### src/rtl/gpu_cmd_frontend.sv
// Byte-bus command front end: assembles bus bytes into instruction words, queues them
// in a FIFO and releases one per cycle. Optional release gating via GPU_VBLANK_GATE_EN.
module gpu_cmd_frontend #(
    parameter int DATA_W      = 8,
    parameter int INSTR_BYTES = 4,
    parameter int FIFO_DEPTH  = 4
) (
    input  logic                                  i_clk,
    input  logic                                  i_reset,
    input  logic                                  i_en,
    input  logic                                  i_we,
    input  logic [DATA_W-1:0]                     i_data,
    output logic                                  o_ack,
    output logic                                  o_busy,
    input  logic                                  i_vblank,
    input  logic                                  i_stall,
    output logic [DATA_W*INSTR_BYTES-1:0]         o_instruction,
    output logic                                  o_instruction_ready,
    output logic [$clog2(FIFO_DEPTH+1)-1:0]       o_level
);
    localparam int IW = DATA_W * INSTR_BYTES;
    localparam int LW = $clog2(FIFO_DEPTH + 1);
    localparam int PW = (FIFO_DEPTH > 1) ? $clog2(FIFO_DEPTH) : 1;
    localparam int CW = (INSTR_BYTES > 1) ? $clog2(INSTR_BYTES) : 1;
    localparam logic [CW-1:0] LAST_CNT = CW'(INSTR_BYTES - 1);
    localparam logic [LW-1:0] FULL_LVL = LW'(FIFO_DEPTH);

    logic [IW-1:0] mem_q [FIFO_DEPTH];
    logic [PW-1:0] wptr_q, wptr_d, rptr_q, rptr_d;
    logic [LW-1:0] level_q, level_d;
    logic [CW-1:0] count_q, count_d;
    logic [IW-1:0] asm_q, asm_d, word_s, instr_q, instr_d;
    logic          busy_q, busy_d, ack_q, ready_q;
    logic          accept_s, last_s, push_s, pop_s, gate_s;

`ifdef GPU_VBLANK_GATE_EN
    assign gate_s = i_vblank;
`else
    logic unused_vblank_s;
    assign gate_s          = 1'b1;
    assign unused_vblank_s = i_vblank;
`endif

    // Next-state: byte assembly, push/pop decisions, occupancy and output word.
    always_comb begin
        accept_s = i_en & ~busy_q;
        last_s   = (count_q == LAST_CNT);
        push_s   = accept_s & i_we & last_s;
        pop_s    = (level_q != '0) & ~i_stall & gate_s;

        // First byte of a word lands in the most significant lane.
        word_s = asm_q;
        for (int b = 0; b < INSTR_BYTES; b++) begin
            if (count_q == CW'(INSTR_BYTES - 1 - b)) begin
                word_s[b*DATA_W +: DATA_W] = i_data;
            end else begin
                word_s[b*DATA_W +: DATA_W] = asm_q[b*DATA_W +: DATA_W];
            end
        end

        if (accept_s) begin
            if (!i_we || last_s) begin
                count_d = '0;
                asm_d   = '0;
            end else begin
                count_d = count_q + CW'(1);
                asm_d   = word_s;
            end
        end else begin
            count_d = count_q;
            asm_d   = asm_q;
        end

        case ({push_s, pop_s})
            2'b10:   level_d = level_q + LW'(1);
            2'b01:   level_d = level_q - LW'(1);
            default: level_d = level_q;
        endcase
        busy_d = (level_d == FULL_LVL);

        if (push_s) begin
            wptr_d = wptr_q + PW'(1);
        end else begin
            wptr_d = wptr_q;
        end

        if (pop_s) begin
            rptr_d  = rptr_q + PW'(1);
            instr_d = mem_q[rptr_q];
        end else begin
            rptr_d  = rptr_q;
            instr_d = instr_q;
        end
    end

    // Control and output registers.
    always_ff @(posedge i_clk or posedge i_reset) begin
        if (i_reset) begin
            count_q <= '0;
            asm_q   <= '0;
            wptr_q  <= '0;
            rptr_q  <= '0;
            level_q <= '0;
            busy_q  <= 1'b0;
            ack_q   <= 1'b0;
            ready_q <= 1'b0;
            instr_q <= '0;
        end else begin
            count_q <= count_d;
            asm_q   <= asm_d;
            wptr_q  <= wptr_d;
            rptr_q  <= rptr_d;
            level_q <= level_d;
            busy_q  <= busy_d;
            ack_q   <= accept_s;
            ready_q <= pop_s;
            instr_q <= instr_d;
        end
    end

    // Queue storage; entries are only read once pushed, so no reset needed.
    always_ff @(posedge i_clk) begin
        if (push_s) begin
            mem_q[wptr_q] <= word_s;
        end
    end

    assign o_ack               = ack_q;
    assign o_busy              = busy_q;
    assign o_instruction       = instr_q;
    assign o_instruction_ready = ready_q;
    assign o_level             = level_q;
endmodule
### config.mk
export PLATFORM = sky130hd
export DESIGN_NAME = gpu_cmd_frontend
export DESIGN_NICKNAME = d
export VERILOG_FILES = /design/src/rtl/gpu_cmd_frontend.sv
export SDC_FILE = /design/constraint.sdc
export NUM_CORES = 1
export LEC_CHECK = 0
export ABC_AREA = 1
export CORE_MARGIN = 4
export CORE_UTILIZATION = 45
export DETAILED_ROUTE_END_ITERATION = 12
export PLACE_DENSITY = 0.72
export SYNTH_ARGS = -nofsm -noshare
export SYNTH_HDL_FRONTEND = slang
export SYNTH_SLANG_ARGS = --single-unit
### constraint.sdc
create_clock -name i_clk -period 7.4 [get_ports i_clk]
set_input_delay 1.11 -clock i_clk [delete_from_list [all_inputs] [get_ports i_clk]]
set_output_delay 1.11 -clock i_clk [all_outputs]
set_load 0.1 [all_outputs]
==> results.yml, run 1 <==
worst_setup_path:
  reg2regPathDepth: 12
  crit_type: "input port to register"
  crit_arrival_ns: 3.73
  start_kind: "input port"
  cp-end-kind: "register"
  worstPathMaxFanout: 36
  cp.required_ns: 7.82
synth:
  synthSimpleGateAreaFrac: 0.193
  synth.largest_area_cell: "edfxtp_1"
  synth.avg_cell_area_um2: 9.64
  synth_flop_cell: "edfxtp_1"
  synth_edf_count: 128
  synth_common_cells: "299 x nand2_1, 142 x nor2_1, 140 x inv_1, 128 x edfxtp_1, 76 x dfrtp_1"
  ys_seq_area_frac: 0.656
  synth_mux_area_frac: 0
  synth.distinct_cells: 24
  synth_fp_nets: 933
  synthXorXnorAreaFrac: 0.00300
  synthTopCellsByArea: "edfxtp_1 44%, dfrtp_1 22%, nand2_1 13%, nor2_1 6.1%, inv_1 6.0%"
  yosysWarnings: 0
  async_flop_share: 0.373
  yosysMostFrequentCell: "nand2_1"
  synth_fa_ha_area_frac: 0.0151
  synth_top_area_share: 0.439
  synth-compound-area-share: 0.0490
  synth_top_family_by_area: "simple AND/OR/NAND/NOR gates"
  ys_ff_latch: 204
  synth_cells: 909
  syn_area_um2: 8760
die:
  ios: 52
  die_w_um: 148
  coreArea_um2: 19000
  die_y_um: 148
  die_area_um2: 21800
  start_util: 0.462
  rows: 50
finish:
  drive_above_1_share: 0.0589
  fin_area_um2: 10200
  layout.nets: 976
  antennaDiodeCount: 0
  area_growth_pct: 16.6
clock_network:
  ctsRootBufferMaster: "clkbuf_16"
  clock-sinks: 204
  ctsResizeCount: 0
  path_clk_slew_ns: 0.06
  htree_levels: 1
  numCtsBuffers: 22
  insertion_delay_ns: 0.49
  clk_path_buf_depth: 3
  cts_tree: "yes"
  post-cts-setup-buffers: 0
  cts_hold_buffers: 0
global_route:
  grt_pass1_vias: 5487
  antenna_found_initial: 0
  grt_pass1_wl_mm: 27.5
  grt.overflow.total: 0
  gr-usage-all-layers: 0.156
  grt_max_degree: 131
place:
  port_buffers: 50
  place_area_um2: 9470
  hpwl_mm: 9.42
  gp_congestion: 0.751
pwr:
  power.total_uw: 4620
  combPwrFrac: 0.405
  ir_drop_v: 0.000264
  power_leakage_uw: 0.00466
  p_int_uw: 2630
  power_frac_clock: 0.241
  p_per_area_nw_per_um2: 452
  power.net_switching_uw: 1980
  sw_frac_of_total: 0.429
  pwr-share-seq: 0.354
sta:
  hold_viol: 0
  fin_worst_skew_ns: 0.0103
  slew_headroom: 0.167
  timing.final.crit_share: 0.447
  tns_ns: 0
  rsz0062_at_grt: "no"
  period_needed_ns: 3.31
  drv_slew: 0
  tightest_slew_ns: 1.25
  finalSetupViolCount: 0
  timing.hold.ws_ns: 0.474
  max_freq_mhz: 302
route:
  dr.pass1.iters: 6
  routed_via_density: 4.65
  vias: 5706
  dr.first_iter.drc_count: 299
  wl_per_cell_um: 13.6
  route.detailed.drc: 0
  drt-total-wl_mm: 16.7
  drtAntennaViolNets: 0
worst_hold_path:
  whs_path_depth: 2
  hold_class: "register to register"
outcome:
  status: "complete, no violations"
job:
  max_cap_violations: 0
cell families (layout without fill, tap and decap cells):
family                   after synthesis  count (layout)
XOR/XNOR                               3               3
AO/OA/AOI/OAI                         64              64
AND/OR/NAND/NOR                      446             446
flip-flops                           204             204
buffers and inverters                182             241
adder cells (fa/ha/maj)               10              10
registers in the layout (all words and copies together), names as in the netlist:
signal and flops:
count_q 2, mem_q 128, o_busy 1, rptr_q 2, o_instruction_ready 1, o_instruction 32
wptr_q 2, o_level 3, o_ack 1, asm_q 32
cell type report:
type | instances | area (um^2)
fill | 1655 | 8740
sequential | 204 | 5750
multi-input combinational | 523 | 2290
clock buffer | 28 | 614
timing repair buffer | 59 | 568
inverter | 142 | 534
tap | 260 | 325
clock inverter | 12 | 133
routing by layer:
| metal | vias to the layer above | wire [um] | global-route usage |
|---|---|---|---|
| met4 | 0 | 306 | 0.0373 |
| met5 | - | 0 | 0 |
| met1 | 2670 | 7370 | 0.205 |
| met3 | 26 | 673 | 0.0273 |
| met2 | 110 | 8370 | 0.273 |
| li1 | 2900 | - | - |
critical path: stages:
cell,delay [ns]
clkdlybuf4s50_1,0.40
o21bai_4,0.16
buf_4,0.26
inv_2,0.54
ha_1,0.29
inv_1,0.07
fa_1,0.49
nand2_1,0.05
o21ai_0,0.10
nand3_1,0.11
a21oi_1,0.13
power by group through the flow:
stage	Combinational, uW	Clock, uW	Sequential [uW]
after detailed placement	1870	0	1650
after global placement	1840	0	1650
after global routing	2040	1190	1670
final	1870	1110	1630
after CTS	1890	1130	1640
after floorplan	844	0	2270
worst paths after layout:
kind                              startpoint                 to  slack (ns)
setup / recovery                     i_stall             o_busy        4.09
hold reg to reg            o_instruction[21]  o_instruction[21]        0.47
min in group asynchronous            i_reset  o_instruction[21]        1.24
max in group asynchronous            i_reset          rptr_q[0]        5.42
setup reg to reg                  o_level[2]             o_busy        4.66
hold / removal             o_instruction[21]  o_instruction[21]        0.47
per-stage QoR:
step                cells   util  worst slack (ns)
floorplan             909      -              4.00
global placement     1188  0.500              3.60
detailed placement   1188  0.500              3.55
CTS                  1228  0.539              4.05
global route         1228  0.539              3.88
finish               1228  0.539              4.09
cells in the final DEF (no fill, tap or decap), drive strengths merged, types with 4 or more instances in the layout:
cell type,count
nand3,4
clkinv,10
o22ai,25
inv,141
ha,9
clkbuf,28
nand2,299
dfrtp,76
buf,9
edfxtp,128
clkdlybuf4s50,50
nor2,142
o21a,24
o21ai,11
Note: power is estimated with default switching activity, not from simulation.
==> inputs of run 2 (changes only) <==
--- a/config.mk
+++ b/config.mk
@@ -9,7 +9,7 @@
 export CORE_MARGIN = 4
 export CORE_UTILIZATION = 45
 export DETAILED_ROUTE_END_ITERATION = 12
-export PLACE_DENSITY = 0.72
+export PLACE_DENSITY = 0.74
 export SYNTH_ARGS = -nofsm -noshare
 export SYNTH_HDL_FRONTEND = slang
 export SYNTH_SLANG_ARGS = --single-unit
==> constraint.sdc (replaced) <==
create_clock -name i_clk -period 3 [get_ports i_clk]
set_input_delay 0.45 -clock i_clk [delete_from_list [all_inputs] [get_ports i_clk]]
set_output_delay 0.45 -clock i_clk [all_outputs]
set_load 0.1 [all_outputs]
==> results.yml, run 2 (synthesis gave the netlist of run 1 again) <==
job:
  max_cap_violations: 0
die:
  die_area_um2: 21800
  start_util: 0.462
  die_y_um: 148
  die_w_um: 148
  coreArea_um2: 19000
  rows: 50
  ios: 52
pwr:
  sw_frac_of_total: 0.433
  p_int_uw: 6490
  power.net_switching_uw: 4950
  pwr-share-seq: 0.345
  combPwrFrac: 0.410
  ir_drop_v: 0.000719
  power_frac_clock: 0.245
  p_per_area_nw_per_um2: 1120
  power_leakage_uw: 0.00475
worst_setup_path:
  r2r_end: "o_busy"
  r2r-start: "count_q[0]"
  reg2regPathDepth: 9
  worstPathMaxFanout: 8
  cp.required_ns: 3.42
  crit_type: "register to register"
  r2r_setup_slack_ns: 0.85
  crit_arrival_ns: 2.57
  start_kind: "register"
  cp-end-kind: "register"
place:
  hpwl_mm: 10.3
  port_buffers: 50
  place_area_um2: 9450
  gp_congestion: 0.780
  dp_slack_ns: 0.492
finish:
  largest_register_ffs: 128
  top_register: "mem_q"
  area_growth_pct: 16.6
  antennaDiodeCount: 0
  final_cell_mix: "299 x nand2_1, 139 x inv_1, 137 x nor2_1"
  drive_above_1_share: 0.107
  layout.cells.most_common: "nand2_1"
  final_util: 0.539
  fin_area_um2: 10200
  layout.nets: 983
clock_network:
  cts_hold_buffers: 0
  clk_path_buf_depth: 3
  htree_levels: 1
  path_clk_slew_ns: 0.06
  post-cts-setup-buffers: 0
  clock-sinks: 204
  ctsRootBufferMaster: "clkbuf_16"
  insertion_delay_ns: 0.50
  numCtsBuffers: 22
  cts_tree: "yes"
  ctsResizeCount: 0
route:
  routed_via_density: 4.69
  vias: 5794
  drt-total-wl_mm: 17.0
  drtAntennaViolNets: 0
  wl_per_cell_um: 13.8
  route.detailed.drc: 0
  dr.pass1.iters: 4
  dr.first_iter.drc_count: 301
outcome:
  status: "complete, no violations"
sta:
  slew_headroom: 0.456
  rsz0062_at_grt: "no"
  fin_ws_ns: 0.850
  drv_slew: 0
  max_freq_mhz: 465
  finalSetupViolCount: 0
  timing.final.crit_share: 0.717
  period_needed_ns: 2.15
  fin_worst_skew_ns: 0.0121
  hold_viol: 0
  tightest_slew_ns: 0.815
global_route:
  grt.overflow.total: 0
  grt_max_degree: 79
  grt_pass1_vias: 5682
  gr-usage-all-layers: 0.157
  antenna_found_initial: 0
  grt_pass1_wl_mm: 27.8
worst_hold_path:
  hold_class: "input port to async pin"
[run 2: cell types whose count changed in the layout (fill, tap and decap cells not counted)]
cell	before	now
buf_12	0	2
buf_4	9	52
clkbuf_1	3	1
clkbuf_8	2	3
clkdlybuf4s50_1	50	12
clkinv_2	8	6
clkinvlp_4	0	3
[run 2: how the worst max path moves through the flow]
stage,start,end,slack [ns],cells past startpoint
2_1_floorplan,o_busy,mem_q[0][0],-0.14,4
3_3_place_gp,i_en,o_busy,0.53,11
3_5_place_dp,i_en,o_busy,0.49,11
4_1_cts,count_q[0],o_busy,0.83,9
5_1_grt,count_q[0],o_busy,0.69,9
6_report,count_q[0],o_busy,0.85,9
[run 2: area by class of cell]
| cell class | instances | area, um^2 |
|---|---|---|
| Tap cell | 260 | 325 |
| Inverter | 142 | 534 |
| Clock buffer | 27 | 621 |
| Clock inverter | 13 | 145 |
| Timing Repair Buffer | 66 | 551 |
| Sequential cell | 204 | 5750 |
| Fill cell | 1643 | 8740 |
| Multi-Input combinational cell | 523 | 2290 |
[run 2: power groups by stage]
stage	clock network [uW]	logic (uW)	registers, uW
4_1_cts	2850	4730	3950
6_report	2800	4690	3940
3_5_place_dp	0	4710	4000
5_1_grt	2980	5110	4020
2_1_floorplan	0	2080	5590
3_3_place_gp	0	4620	3990
[run 2: stage by stage]
stage	hold slack, ns	setup TNS (ns)	power, uW	cells
floorplan	0.457	-17.96	7670	909
global placement	0.464	0	8610	1195
detailed placement	0.468	0	8710	1195
CTS	0.378	0	11500	1235
global route	0.412	0	12100	1235
finish	0.361	0	11400	1235
[run 2: per-layer routing]
metal | vias up | wire, um | share of wire | GRT usage
li1 | 2911 | - | - | -
met1 | 2726 | 7430 | 0.44 | 0.204
met2 | 125 | 8300 | 0.49 | 0.272
met3 | 32 | 888 | 0.052 | 0.0282
met4 | 0 | 361 | 0.021 | 0.0410
met5 | - | 0 | 0 | 0
[run 2: critical path, stage by stage, from the launching register on]
cell and delay [ns]:
dfrtp_1 0.43, ha_1 0.27, nand3_2 0.21, ha_1 0.22, inv_1 0.08, fa_1 0.48, nand2_1 0.05, o21ai_0 0.10
nand3_1 0.11, a21oi_1 0.12
